$ cat src/rtl/mem_bus_arbiter_if.sv
// -----------------------------------------------------------------------------
// mem_bus_arbiter_if
//
// Purpose:
//   Bundles every handshake and bus signal around mem_bus_arbiter: the
//   instruction-fetch requester (i_*), the load/store requester (d_*), the
//   pipeline stall request and the single-port memory bus (mem_*). Signal
//   names keep the arbiter's point of view (_i = into the arbiter,
//   _o = out of the arbiter) so both sides read the same names.
//
// Parameters:
//   ADDR_W  address width, all ports
//   DATA_W  data width; DATA_W/8 byte selects
//
// Modports:
//   slave   the arbiter itself (takes requests and memory responses,
//           drives acks, read data, stall and the memory bus)
//   master  the surroundings (core requesters plus the memory)
//
// Signals:
//   i_req_i, i_addr_i              fetch request and address
//   i_rdata_o, i_ack_o             fetch data and one-cycle completion pulse
//   d_req_i, d_we_i, d_sel_i,
//   d_addr_i, d_wdata_i            load/store request, direction, byte
//                                  enables, address, store data
//   d_rdata_o, d_ack_o             load data and one-cycle completion pulse
//   err_o                          timeout flag, pulses with an aborted ack
//   stall_req_o                    pipeline stall while a request is pending
//   mem_ce_o, mem_we_o, mem_sel_o,
//   mem_addr_o, mem_wdata_o        memory command
//   mem_rdata_i, mem_ack_i         memory response
// -----------------------------------------------------------------------------
interface mem_bus_arbiter_if #(
    parameter int ADDR_W = 32,
    parameter int DATA_W = 32
);
    localparam int SEL_W = DATA_W / 8;

    // Instruction fetch requester
    logic              i_req_i;
    logic [ADDR_W-1:0] i_addr_i;
    logic [DATA_W-1:0] i_rdata_o;
    logic              i_ack_o;

    // Load/store requester
    logic              d_req_i;
    logic              d_we_i;
    logic [SEL_W-1:0]  d_sel_i;
    logic [ADDR_W-1:0] d_addr_i;
    logic [DATA_W-1:0] d_wdata_i;
    logic [DATA_W-1:0] d_rdata_o;
    logic              d_ack_o;

    // Status towards pipeline control
    logic              err_o;
    logic              stall_req_o;

    // Single-port memory bus
    logic              mem_ce_o;
    logic              mem_we_o;
    logic [SEL_W-1:0]  mem_sel_o;
    logic [ADDR_W-1:0] mem_addr_o;
    logic [DATA_W-1:0] mem_wdata_o;
    logic [DATA_W-1:0] mem_rdata_i;
    logic              mem_ack_i;

    modport slave (
        input  i_req_i, i_addr_i,
        output i_rdata_o, i_ack_o,
        input  d_req_i, d_we_i, d_sel_i, d_addr_i, d_wdata_i,
        output d_rdata_o, d_ack_o,
        output err_o, stall_req_o,
        output mem_ce_o, mem_we_o, mem_sel_o, mem_addr_o, mem_wdata_o,
        input  mem_rdata_i, mem_ack_i
    );

    modport master (
        output i_req_i, i_addr_i,
        input  i_rdata_o, i_ack_o,
        output d_req_i, d_we_i, d_sel_i, d_addr_i, d_wdata_i,
        input  d_rdata_o, d_ack_o,
        input  err_o, stall_req_o,
        input  mem_ce_o, mem_we_o, mem_sel_o, mem_addr_o, mem_wdata_o,
        output mem_rdata_i, mem_ack_i
    );
endinterface

$ cat src/rtl/mem_bus_arbiter.sv
// -----------------------------------------------------------------------------
// mem_bus_arbiter
//
// Purpose:
//   Shares one single-port memory bus between the OpenMIPS instruction fetch
//   (I) and load/store (D) units. One requester is granted per transaction,
//   load/store has fixed priority, memory acknowledge latency may be any
//   number of cycles >= 1, and read data is returned on a one-cycle ack.
//   A combinational stall request holds the pipeline while a request waits.
//
//   Transaction shape: IDLE -> BUSY_I | BUSY_D -> DONE -> IDLE.
//   The DONE cycle carries the ack and never samples requests, so a
//   requester that drops its request on the ack cycle is not granted again.
//
// Parameters:
//   ADDR_W   address width
//   DATA_W   data width (DATA_W/8 byte selects)
//   TIMEOUT  max BUSY cycles before abort; only used when the watchdog is
//            built (macro MEM_ARB_TIMEOUT_EN defined). Without the macro a
//            BUSY state waits for mem_ack_i indefinitely and err_o is 0.
//
// Ports:
//   clk   system clock
//   rst   synchronous, active-low reset
//   bus   mem_bus_arbiter_if.slave: requester handshakes, stall request and
//         the memory bus (see the interface file for the signal list)
//
// Configuration macro:
//   MEM_ARB_TIMEOUT_EN  builds the BUSY watchdog counter and err_o.
// -----------------------------------------------------------------------------
module mem_bus_arbiter #(
    parameter int ADDR_W  = 32,
    parameter int DATA_W  = 32,
    parameter int TIMEOUT = 255
) (
    input  logic             clk,
    input  logic             rst,
    mem_bus_arbiter_if.slave bus
);

    localparam int SEL_W = DATA_W / 8;

    typedef enum logic [1:0] {
        ST_IDLE   = 2'd0,
        ST_BUSY_I = 2'd1,
        ST_BUSY_D = 2'd2,
        ST_DONE   = 2'd3
    } state_e;

    state_e            state_q,     state_d;
    // Owner of the current (or last) transaction; steers the DONE-cycle ack.
    logic              is_data_q,   is_data_d;
    logic              mem_we_q,    mem_we_d;
    logic [SEL_W-1:0]  mem_sel_q,   mem_sel_d;
    logic [ADDR_W-1:0] mem_addr_q,  mem_addr_d;
    logic [DATA_W-1:0] mem_wdata_q, mem_wdata_d;
    logic [DATA_W-1:0] i_rdata_q,   i_rdata_d;
    logic [DATA_W-1:0] d_rdata_q,   d_rdata_d;

`ifdef MEM_ARB_TIMEOUT_EN
    // At least 8 bits, wider if TIMEOUT needs it.
    localparam int CNT_W = ($clog2(TIMEOUT + 1) > 8) ? $clog2(TIMEOUT + 1) : 8;

    logic [CNT_W-1:0]  cnt_q, cnt_d;
    logic              err_q, err_d;
    logic              timeout_hit;

    // The counter holds the number of completed BUSY cycles without an ack,
    // so it reads TIMEOUT-1 during the TIMEOUT-th BUSY cycle.
    assign timeout_hit = (cnt_q == CNT_W'(TIMEOUT - 1));
`else
    // TIMEOUT has no effect in this build; kept so both builds share one
    // parameter list.
    logic unused_timeout;
    assign unused_timeout = ^TIMEOUT;
`endif

    logic mem_ce;
    logic i_ack;
    logic d_ack;

    // -------------------------------------------------------------------------
    // State register (FSM state plus the bus/data registers it steers)
    // -------------------------------------------------------------------------
    always_ff @(posedge clk) begin
        // NOTE: rst is sampled only at the clock edge, so reset is just the
        // highest-priority term of every register's next value; <= keeps all
        // registers sampling pre-edge values regardless of statement order.
        if (!rst) begin
            state_q     <= ST_IDLE;
            is_data_q   <= 1'b0;
            mem_we_q    <= 1'b0;
            mem_sel_q   <= '0;
            mem_addr_q  <= '0;
            mem_wdata_q <= '0;
            i_rdata_q   <= '0;
            d_rdata_q   <= '0;
`ifdef MEM_ARB_TIMEOUT_EN
            cnt_q       <= '0;
            err_q       <= 1'b0;
`endif
        end else begin
            state_q     <= state_d;
            is_data_q   <= is_data_d;
            mem_we_q    <= mem_we_d;
            mem_sel_q   <= mem_sel_d;
            mem_addr_q  <= mem_addr_d;
            mem_wdata_q <= mem_wdata_d;
            i_rdata_q   <= i_rdata_d;
            d_rdata_q   <= d_rdata_d;
`ifdef MEM_ARB_TIMEOUT_EN
            cnt_q       <= cnt_d;
            err_q       <= err_d;
`endif
        end
    end

    // -------------------------------------------------------------------------
    // Next-state logic
    // -------------------------------------------------------------------------
    always_comb begin
        // NOTE: every signal gets a hold/default value first so no path
        // through the case leaves one unassigned (which would infer a latch).
        state_d     = state_q;
        is_data_d   = is_data_q;
        mem_we_d    = mem_we_q;
        mem_sel_d   = mem_sel_q;
        mem_addr_d  = mem_addr_q;
        mem_wdata_d = mem_wdata_q;
        i_rdata_d   = i_rdata_q;
        d_rdata_d   = d_rdata_q;
`ifdef MEM_ARB_TIMEOUT_EN
        cnt_d       = cnt_q;
        err_d       = 1'b0;     // err is a one-cycle flag living in DONE
`endif

        unique case (state_q)
            ST_IDLE: begin
                // Load/store has fixed priority over fetch.
                if (bus.d_req_i) begin
                    state_d     = ST_BUSY_D;
                    is_data_d   = 1'b1;
                    mem_we_d    = bus.d_we_i;
                    mem_sel_d   = bus.d_sel_i;
                    mem_addr_d  = bus.d_addr_i;
                    mem_wdata_d = bus.d_wdata_i;
                end else if (bus.i_req_i) begin
                    state_d     = ST_BUSY_I;
                    is_data_d   = 1'b0;
                    mem_we_d    = 1'b0;
                    mem_sel_d   = '1;       // fetches are always full words
                    mem_addr_d  = bus.i_addr_i;
                    mem_wdata_d = '0;
                end
`ifdef MEM_ARB_TIMEOUT_EN
                cnt_d = '0;
`endif
            end

            ST_BUSY_I, ST_BUSY_D: begin
                // Bus fields are held by the defaults above for the whole BUSY.
                if (bus.mem_ack_i) begin
                    state_d = ST_DONE;
                    if (state_q == ST_BUSY_I) begin
                        i_rdata_d = bus.mem_rdata_i;
                    end else if (!mem_we_q) begin
                        d_rdata_d = bus.mem_rdata_i;  // stores keep d_rdata
                    end
                end
`ifdef MEM_ARB_TIMEOUT_EN
                // An ack on the timeout edge takes the branch above instead.
                else if (timeout_hit) begin
                    state_d = ST_DONE;
                    err_d   = 1'b1;
                    if (state_q == ST_BUSY_I) begin
                        i_rdata_d = '0;
                    end else begin
                        d_rdata_d = '0;
                    end
                end else begin
                    cnt_d = cnt_q + CNT_W'(1);
                end
`endif
            end

            ST_DONE: begin
                // Requests are deliberately not sampled here.
                state_d = ST_IDLE;
            end

            default: begin
                state_d = ST_IDLE;
            end
        endcase
    end

    // -------------------------------------------------------------------------
    // Output logic (decoded from the registered state only)
    // -------------------------------------------------------------------------
    always_comb begin
        mem_ce = 1'b0;
        i_ack  = 1'b0;
        d_ack  = 1'b0;
        unique case (state_q)
            ST_BUSY_I, ST_BUSY_D: mem_ce = 1'b1;
            ST_DONE: begin
                i_ack = !is_data_q;
                d_ack =  is_data_q;
            end
            default: ;
        endcase
    end

    assign bus.mem_ce_o    = mem_ce;
    assign bus.mem_we_o    = mem_we_q;
    assign bus.mem_sel_o   = mem_sel_q;
    assign bus.mem_addr_o  = mem_addr_q;
    assign bus.mem_wdata_o = mem_wdata_q;

    assign bus.i_ack_o     = i_ack;
    assign bus.i_rdata_o   = i_rdata_q;
    assign bus.d_ack_o     = d_ack;
    assign bus.d_rdata_o   = d_rdata_q;

`ifdef MEM_ARB_TIMEOUT_EN
    assign bus.err_o       = err_q;
`else
    assign bus.err_o       = 1'b0;
`endif

    // Combinational so the pipeline stalls in the same cycle a request
    // appears, and releases in the ack cycle.
    assign bus.stall_req_o = (bus.i_req_i & ~i_ack) | (bus.d_req_i & ~d_ack);

endmodule
$ cat src/flat_wrapper.sv
// flat-port wrapper written by rule: the top's interface ports become plain ports
module mem_bus_arbiter_flat 
#(
    parameter int ADDR_W  = 32,
    parameter int DATA_W  = 32,
    parameter int TIMEOUT = 255
)
  (clk, rst, bus_i_req_i, bus_i_addr_i, bus_i_rdata_o, bus_i_ack_o, bus_d_req_i, bus_d_we_i, bus_d_sel_i, bus_d_addr_i, bus_d_wdata_i, bus_d_rdata_o, bus_d_ack_o, bus_err_o, bus_stall_req_o, bus_mem_ce_o, bus_mem_we_o, bus_mem_sel_o, bus_mem_addr_o, bus_mem_wdata_o, bus_mem_rdata_i, bus_mem_ack_i);
  mem_bus_arbiter_if #(.ADDR_W(ADDR_W), .DATA_W(DATA_W)) bus_i ();
  input  logic clk;
  input  logic rst;
  input wire logic [$bits(bus_i.i_req_i)-1:0] bus_i_req_i;
  input wire logic [$bits(bus_i.i_addr_i)-1:0] bus_i_addr_i;
  output wire logic [$bits(bus_i.i_rdata_o)-1:0] bus_i_rdata_o;
  output wire logic [$bits(bus_i.i_ack_o)-1:0] bus_i_ack_o;
  input wire logic [$bits(bus_i.d_req_i)-1:0] bus_d_req_i;
  input wire logic [$bits(bus_i.d_we_i)-1:0] bus_d_we_i;
  input wire logic [$bits(bus_i.d_sel_i)-1:0] bus_d_sel_i;
  input wire logic [$bits(bus_i.d_addr_i)-1:0] bus_d_addr_i;
  input wire logic [$bits(bus_i.d_wdata_i)-1:0] bus_d_wdata_i;
  output wire logic [$bits(bus_i.d_rdata_o)-1:0] bus_d_rdata_o;
  output wire logic [$bits(bus_i.d_ack_o)-1:0] bus_d_ack_o;
  output wire logic [$bits(bus_i.err_o)-1:0] bus_err_o;
  output wire logic [$bits(bus_i.stall_req_o)-1:0] bus_stall_req_o;
  output wire logic [$bits(bus_i.mem_ce_o)-1:0] bus_mem_ce_o;
  output wire logic [$bits(bus_i.mem_we_o)-1:0] bus_mem_we_o;
  output wire logic [$bits(bus_i.mem_sel_o)-1:0] bus_mem_sel_o;
  output wire logic [$bits(bus_i.mem_addr_o)-1:0] bus_mem_addr_o;
  output wire logic [$bits(bus_i.mem_wdata_o)-1:0] bus_mem_wdata_o;
  input wire logic [$bits(bus_i.mem_rdata_i)-1:0] bus_mem_rdata_i;
  input wire logic [$bits(bus_i.mem_ack_i)-1:0] bus_mem_ack_i;
  assign bus_i.i_req_i = bus_i_req_i;
  assign bus_i.i_addr_i = bus_i_addr_i;
  assign bus_i_rdata_o = bus_i.i_rdata_o;
  assign bus_i_ack_o = bus_i.i_ack_o;
  assign bus_i.d_req_i = bus_d_req_i;
  assign bus_i.d_we_i = bus_d_we_i;
  assign bus_i.d_sel_i = bus_d_sel_i;
  assign bus_i.d_addr_i = bus_d_addr_i;
  assign bus_i.d_wdata_i = bus_d_wdata_i;
  assign bus_d_rdata_o = bus_i.d_rdata_o;
  assign bus_d_ack_o = bus_i.d_ack_o;
  assign bus_err_o = bus_i.err_o;
  assign bus_stall_req_o = bus_i.stall_req_o;
  assign bus_mem_ce_o = bus_i.mem_ce_o;
  assign bus_mem_we_o = bus_i.mem_we_o;
  assign bus_mem_sel_o = bus_i.mem_sel_o;
  assign bus_mem_addr_o = bus_i.mem_addr_o;
  assign bus_mem_wdata_o = bus_i.mem_wdata_o;
  assign bus_i.mem_rdata_i = bus_mem_rdata_i;
  assign bus_i.mem_ack_i = bus_mem_ack_i;
  mem_bus_arbiter #(.ADDR_W(ADDR_W), .DATA_W(DATA_W), .TIMEOUT(TIMEOUT)) u_core (.clk(clk), .rst(rst), .bus(bus_i));
endmodule
$ cat config.mk
export PLATFORM = sky130hd
export DESIGN_NAME = mem_bus_arbiter_flat
export DESIGN_NICKNAME = d
export VERILOG_FILES = /design/src/rtl/mem_bus_arbiter_if.sv /design/src/rtl/mem_bus_arbiter.sv /design/src/flat_wrapper.sv
export SDC_FILE = /design/constraint.sdc
export NUM_CORES = 1
export LEC_CHECK = 0
export CAP_MARGIN = 25
export CELL_PAD_IN_SITES_DETAIL_PLACEMENT = 0
export CELL_PAD_IN_SITES_GLOBAL_PLACEMENT = 1
export CORE_ASPECT_RATIO = 1.5
export CORE_MARGIN = 2
export CORE_UTILIZATION = 30
export CTS_CLUSTER_DIAMETER = 60
export DETAILED_ROUTE_END_ITERATION = 7
export PLACE_DENSITY_LB_ADDON = 0.1
export SETUP_SLACK_MARGIN = 0.5
export SLEW_MARGIN = 20
export SYNTH_ARGS = -nofsm -noshare
export SYNTH_HDL_FRONTEND = slang
export SYNTH_SLANG_ARGS = --single-unit
$ cat constraint.sdc
create_clock -name clk -period 2.7 [get_ports clk]
set_input_delay 0.54 -clock clk [delete_from_list [all_inputs] [get_ports clk]]
set_output_delay 0.54 -clock clk [all_outputs]
set_load 0.005 [all_outputs]
=== Word-level counts from Yosys, hierarchy flattened ===
Index checks and enable logic that the tools add are counted.

* Bits in writable memories: 0
* Output and inout bits: 138
* Flip-flop bits (word level): 136
* Memory bits (read-only): 0
* Memories: 0
* Bits in latches: 0

* Order comparisons: 0
* Shift operators: 0
* Multiplexer cells: 16
* Multiply operators: 0
* Divide/modulo/power cells: 0
* Add/sub/neg operators: 0
* Bitwise logic cells: 7
* Equality and inequality tests: 5
* Reductions and logical operators: 8

{| class="wikitable"
|+ Operator list
! kind !! number
|-
| 2-to-1 mux 32 bit || 4
|-
| 2-to-1 mux 4 bit || 2
|-
| 2-to-1 mux 1 bit || 6
|-
| 2-to-1 mux 2 bit || 3
|-
| case mux 2 bit (3 select lines) || 1
|-
| equality test 2 bit, second input constant || 2
|-
| inverter 1 bit || 4
|-
| AND reduction 2 bit || 2
|-
| AND reduction 4 bit || 1
|-
| != test 3 bit, second input constant || 1
|-
| AND reduction 3 bit || 1
|-
| AND 1 bit || 2
|-
| equality test 2 x 1 -> 1 bit, second input constant || 1
|-
| zero test 2 bit || 1
|-
| != test 2 bit, second input constant || 1
|-
| nonzero test 2 bit || 1
|-
| OR reduction 2 bit || 1
|-
| zero test 1 bit || 1
|-
| bitwise OR 1 bit || 1
|}

=== Depth between registers and ports, before layout ===
* Word-level depth: 5
* Mapped depth: 7
* Gate-level depth less buffers: 5

=== Worst setup path after synthesis ===
No wires, ideal clock.

* Kind: input port to output port
* Start: input bus_d_req_i
* End: output bus_stall_req_o
* Path slack: 994 ps
* Data arrival time: 1,166 ps
* Data required time: 2,160 ps
* Stages on the path: 4
* Path through: buf_6 > buf_6 > buf_4 > a2bb2oi_1

* Longest elaborated chain between the ends: 2

{| class="wikitable"
|+ Ends and longest elaborated chain
! what !! RTL line !! source
|-
| from (decl) || flat_wrapper.sv:16 || <nowiki>input wire logic [$bits(bus_i.d_req_i)-1:0] bus_d_req_i;</nowiki>
|-
| AND 1 bit || mem_bus_arbiter.sv:233 || <nowiki>assign bus.stall_req_o = (bus.i_req_i & ~i_ack) | (bus.d_req_i & ~d_ack);</nowiki>
|-
| bitwise OR 1 bit || mem_bus_arbiter.sv:233 ||
|-
| to (decl) || flat_wrapper.sv:24 || <nowiki>output wire logic [$bits(bus_i.stall_req_o)-1:0] bus_stall_req_o;</nowiki>
|}

No other way between the ends.

=== Final worst setup path ===
* Start: register u_core.state_q[0]
* End: output bus_mem_ce_o

* Longest elaborated chain between the ends: 3
* Elaborated cells on any way between the ends: 4
* Classes of those cells: 2 x eq/ne; 1 x mux; 1 x reduce/logical

{| class="wikitable"
|+ Ends and longest elaborated chain
! what !! RTL line !! source
|-
| from (decl) || mem_bus_arbiter.sv:50 || <nowiki>state_e state_q, state_d;</nowiki>
|-
| from (signal assigned) || mem_bus_arbiter.sv:103 || <nowiki>state_q <= state_d;</nowiki>
|-
| equality test 2 bit / equality test 2 x 1 -> 1 bit (equally long branches) || mem_bus_arbiter.sv:204 || <nowiki>unique case (state_q)</nowiki>
|-
| OR reduction 2 bit * || mem_bus_arbiter.sv:204 ||
|-
| 2-to-1 mux 1 bit * || mem_bus_arbiter.sv:204 ||
|-
| to (decl) || flat_wrapper.sv:25 || <nowiki>output wire logic [$bits(bus_i.mem_ce_o)-1:0] bus_mem_ce_o;</nowiki>
|}

Every way passes the cells marked *; elsewhere a longest branch is shown, timed or not.

==> metrics.yaml <==
status:
  status: "finished clean"
pwr:
  peakVddDrop_uv: 556
  p_leak_nw: 3.27
  p_per_area_nw_per_um2: 861
global_routing:
  grt_pass1_wl_um: 26600
  antenna_found_initial: 0
  grt_max_degree: 58
  grt_overflow: 0
  track_usage: 0.180
  grt_pass1_vias: 5141
detailed_routing:
  num_vias: 5113
  wl_per_cell_um: 15.7
  drt-initial-drc-count: 230
  postRouteAntennaNets: 0
  routed_wl_um: 17100
  via_per_inst: 4.68
  drc_errors: 0
  drt-pass1-iter-count: 4
timing:
  setup_tns_ns: 0
  rsz0062_at_grt: "false"
  fmax_mhz: 478
  fin_crit_sh: 0.776
  hold_violations: 0
  setup_viol: 0
  relSlewSlack: 0.643
  tightestPinTransition_ns: 0.536
  fin_worst_skew_ns: 0.00884
  finalCriticalPeriod_ns: 2.09
  drv_slew: 0
die:
  io_pins: 276
  die_width_um: 113
  die-height_um: 167
  start_util: 0.305
  num_rows: 59
  core-area_um2: 17300
  die_area_um2: 18800
finish:
  area_delta_synth_final_pct: 65.1
  fill_cells: 1662
  diodes: 0
  finalNetCount: 1010
  final_cell_mix: "clkdlybuf4s50_1 (269), nand2_1 (167), dfxtp_1 (136), a21oi_1 (90), nand3_1 (34)"
  layout_commonest_cell: "clkdlybuf4s50_1"
  final_core_util: 0.504
  drive_above_1_share: 0.0636
clocking:
  cts.sinks: 136
  clk_pin_slew_ns: 0.06
  cts_buffers: 17
  cts_setup_buffers: 0
  clock_latency_ns: 0.41
  cts_tree: "done"
  cts_max_level: 4
  cts_buffer_depth: 2
  cts_root_buf: "clkbuf_16"
hold_path:
  min_delay_path_depth: 2
  holdCritPathClass: "flip-flop to flip-flop"
logic_synthesis:
  synth.distinct_cells: 31
  synthSimpleGateAreaFrac: 0.190
  synth_compound_area_frac: 0.167
  synthXorXnorAreaFrac: 0
  yosys_warnings: 0
  synth_top_area_frac: 0.514
  synth_seq_cells: 136
  synth-seq-area-share: 0.514
  synth_area_um2: 5300
  ys_top_cells_by_area: "dfxtp_1 (51%), nand2_1 (12%), a21oi_1 (8.5%)"
  synth_cells: 614
  synth_top_family_by_area: "simple AND/OR/NAND/NOR gates"
  syn_area_per_cell_um2: 8.63
  synth_top_area_cell: "dfxtp_1"
  syn-num-nets: 756
  synth_mux_area_frac: 0.0605
  synth-adder-area-share: 0.00945
place:
  hpwl_um: 12400
  io_buffer_count: 274
  place_congestion: 0.792
worst_setup_path:
  cp-end-kind: "primary output"
  cp.required_ns: 2.16
  worst_setup_path_start_kind: "flip-flop"
  worst-setup-path-type: "flip-flop to primary output"
  r2r_cells: 6
  cp_max_fo: 7
  arrival_ns: 1.55
job:
  drv_cap: 0
-- per-layer routing --
metal	track usage	vias up	share of wire
li1	-	2577	-
met3	0.0590	29	0.070
met4	0.0748	0	0.027
met1	0.186	2332	0.38
met5	0	-	0
met2	0.328	175	0.53
-- area by class of cell --
cell class	count	area, µm²	area share
clock buffers	20	457	0.0522
well taps	213	267	0.0305
clock inverters	11	146	0.0167
multi-input cells	421	2270	0.259
flip-flops and latches	136	2720	0.311
inverters	5	21.3	0.00243
repair buffers	287	2870	0.328
-- Yosys cell counts --
library cell and instances:
and2_1 1, a211oi_2 5, and4bb_2 1, nor2b_1 3, dfxtp_1 136, a211oi_1 25
nor3b_1 1, nand2_1 167, or2_2 1, nand3_1 34, ha_1 4, o21ai_2 1
inv_1 5, nor2_1 29, a2bb2oi_1 1, buf_1 3, a21boi_0 8, and3_1 1
nand3b_1 4, o21a_1 1, conb_1 1, buf_8 2, clkbuf_1 18, buf_4 6
o211a_1 8, a2111oi_0 2, buf_2 19, buf_6 4, mux2i_1 32, nand4bb_1 1
a21oi_1 90
-- worst max-delay path: stages (launching register included) --
cell	delay, ns
dfxtp_1	0.36
inv_1	0.10
ha_2	0.39
dlygate4sd2_1	0.31
-- logic make-up after synthesis --
| group | Yosys count |
|---|---|
| AO/OA/AOI/OAI | 141 |
| adder cells (fa/ha/maj) | 4 |
| buffers and inverters | 57 |
| flip-flops | 136 |
| multiplexers | 32 |
| other | 1 |
| AND/OR/NAND/NOR | 243 |
-- power by group --
part	leakage (nW)	switching (mW)	internal, mW
Clock	0.292	0.863	1.50
Combinational	1.86	1.25	1.30
Sequential	1.11	0.206	2.41
Total	3.27	2.32	5.21
-- flip-flops by register name (all words and copies together), names as in the netlist --
register	flops
u_core.bus.mem_sel_o	4
u_core.bus.mem_wdata_o	32
u_core.bus.d_rdata_o	32
u_core.bus.i_rdata_o	32
u_core.state_q	2
u_core.bus.mem_addr_o	32
u_core.is_data_q	1
u_core.bus.mem_we_o	1
-- what timing repair did --
action,CTS,global route
setup endpoints to repair,4,2
gates resized for setup,4,3
hold buffers,0,0
-- through the flow --
stage | setup WS (ns) | cell area [µm²] | total power, mW | instances | hold WS [ns]
2_1_floorplan | 0.994 | 5300 | 3.91 | 614 | 0.448
3_3_place_gp | 0.197 | 8150 | 5.18 | 1062 | 0.437
3_5_place_dp | 0.219 | 8150 | 5.25 | 1062 | 0.444
4_1_cts | 0.476 | 8750 | 7.65 | 1093 | 0.452
5_1_grt | 0.509 | 8750 | 7.98 | 1093 | 0.460
6_report | 0.606 | 8750 | 7.53 | 1093 | 0.449
-- worst paths after layout --
check / startpoint / endpoint / slack [ns]
max: u_core.state_q[0] / bus_mem_ce_o / 0.61
min: u_core.bus.mem_wdata_o[29] / u_core.bus.mem_wdata_o[29] / 0.45
max reg2reg: u_core.state_q[0] / u_core.bus.d_rdata_o[29] / 0.96
min reg2reg: u_core.bus.mem_wdata_o[29] / u_core.bus.mem_wdata_o[29] / 0.45
(Power assumes the default switching activity.)
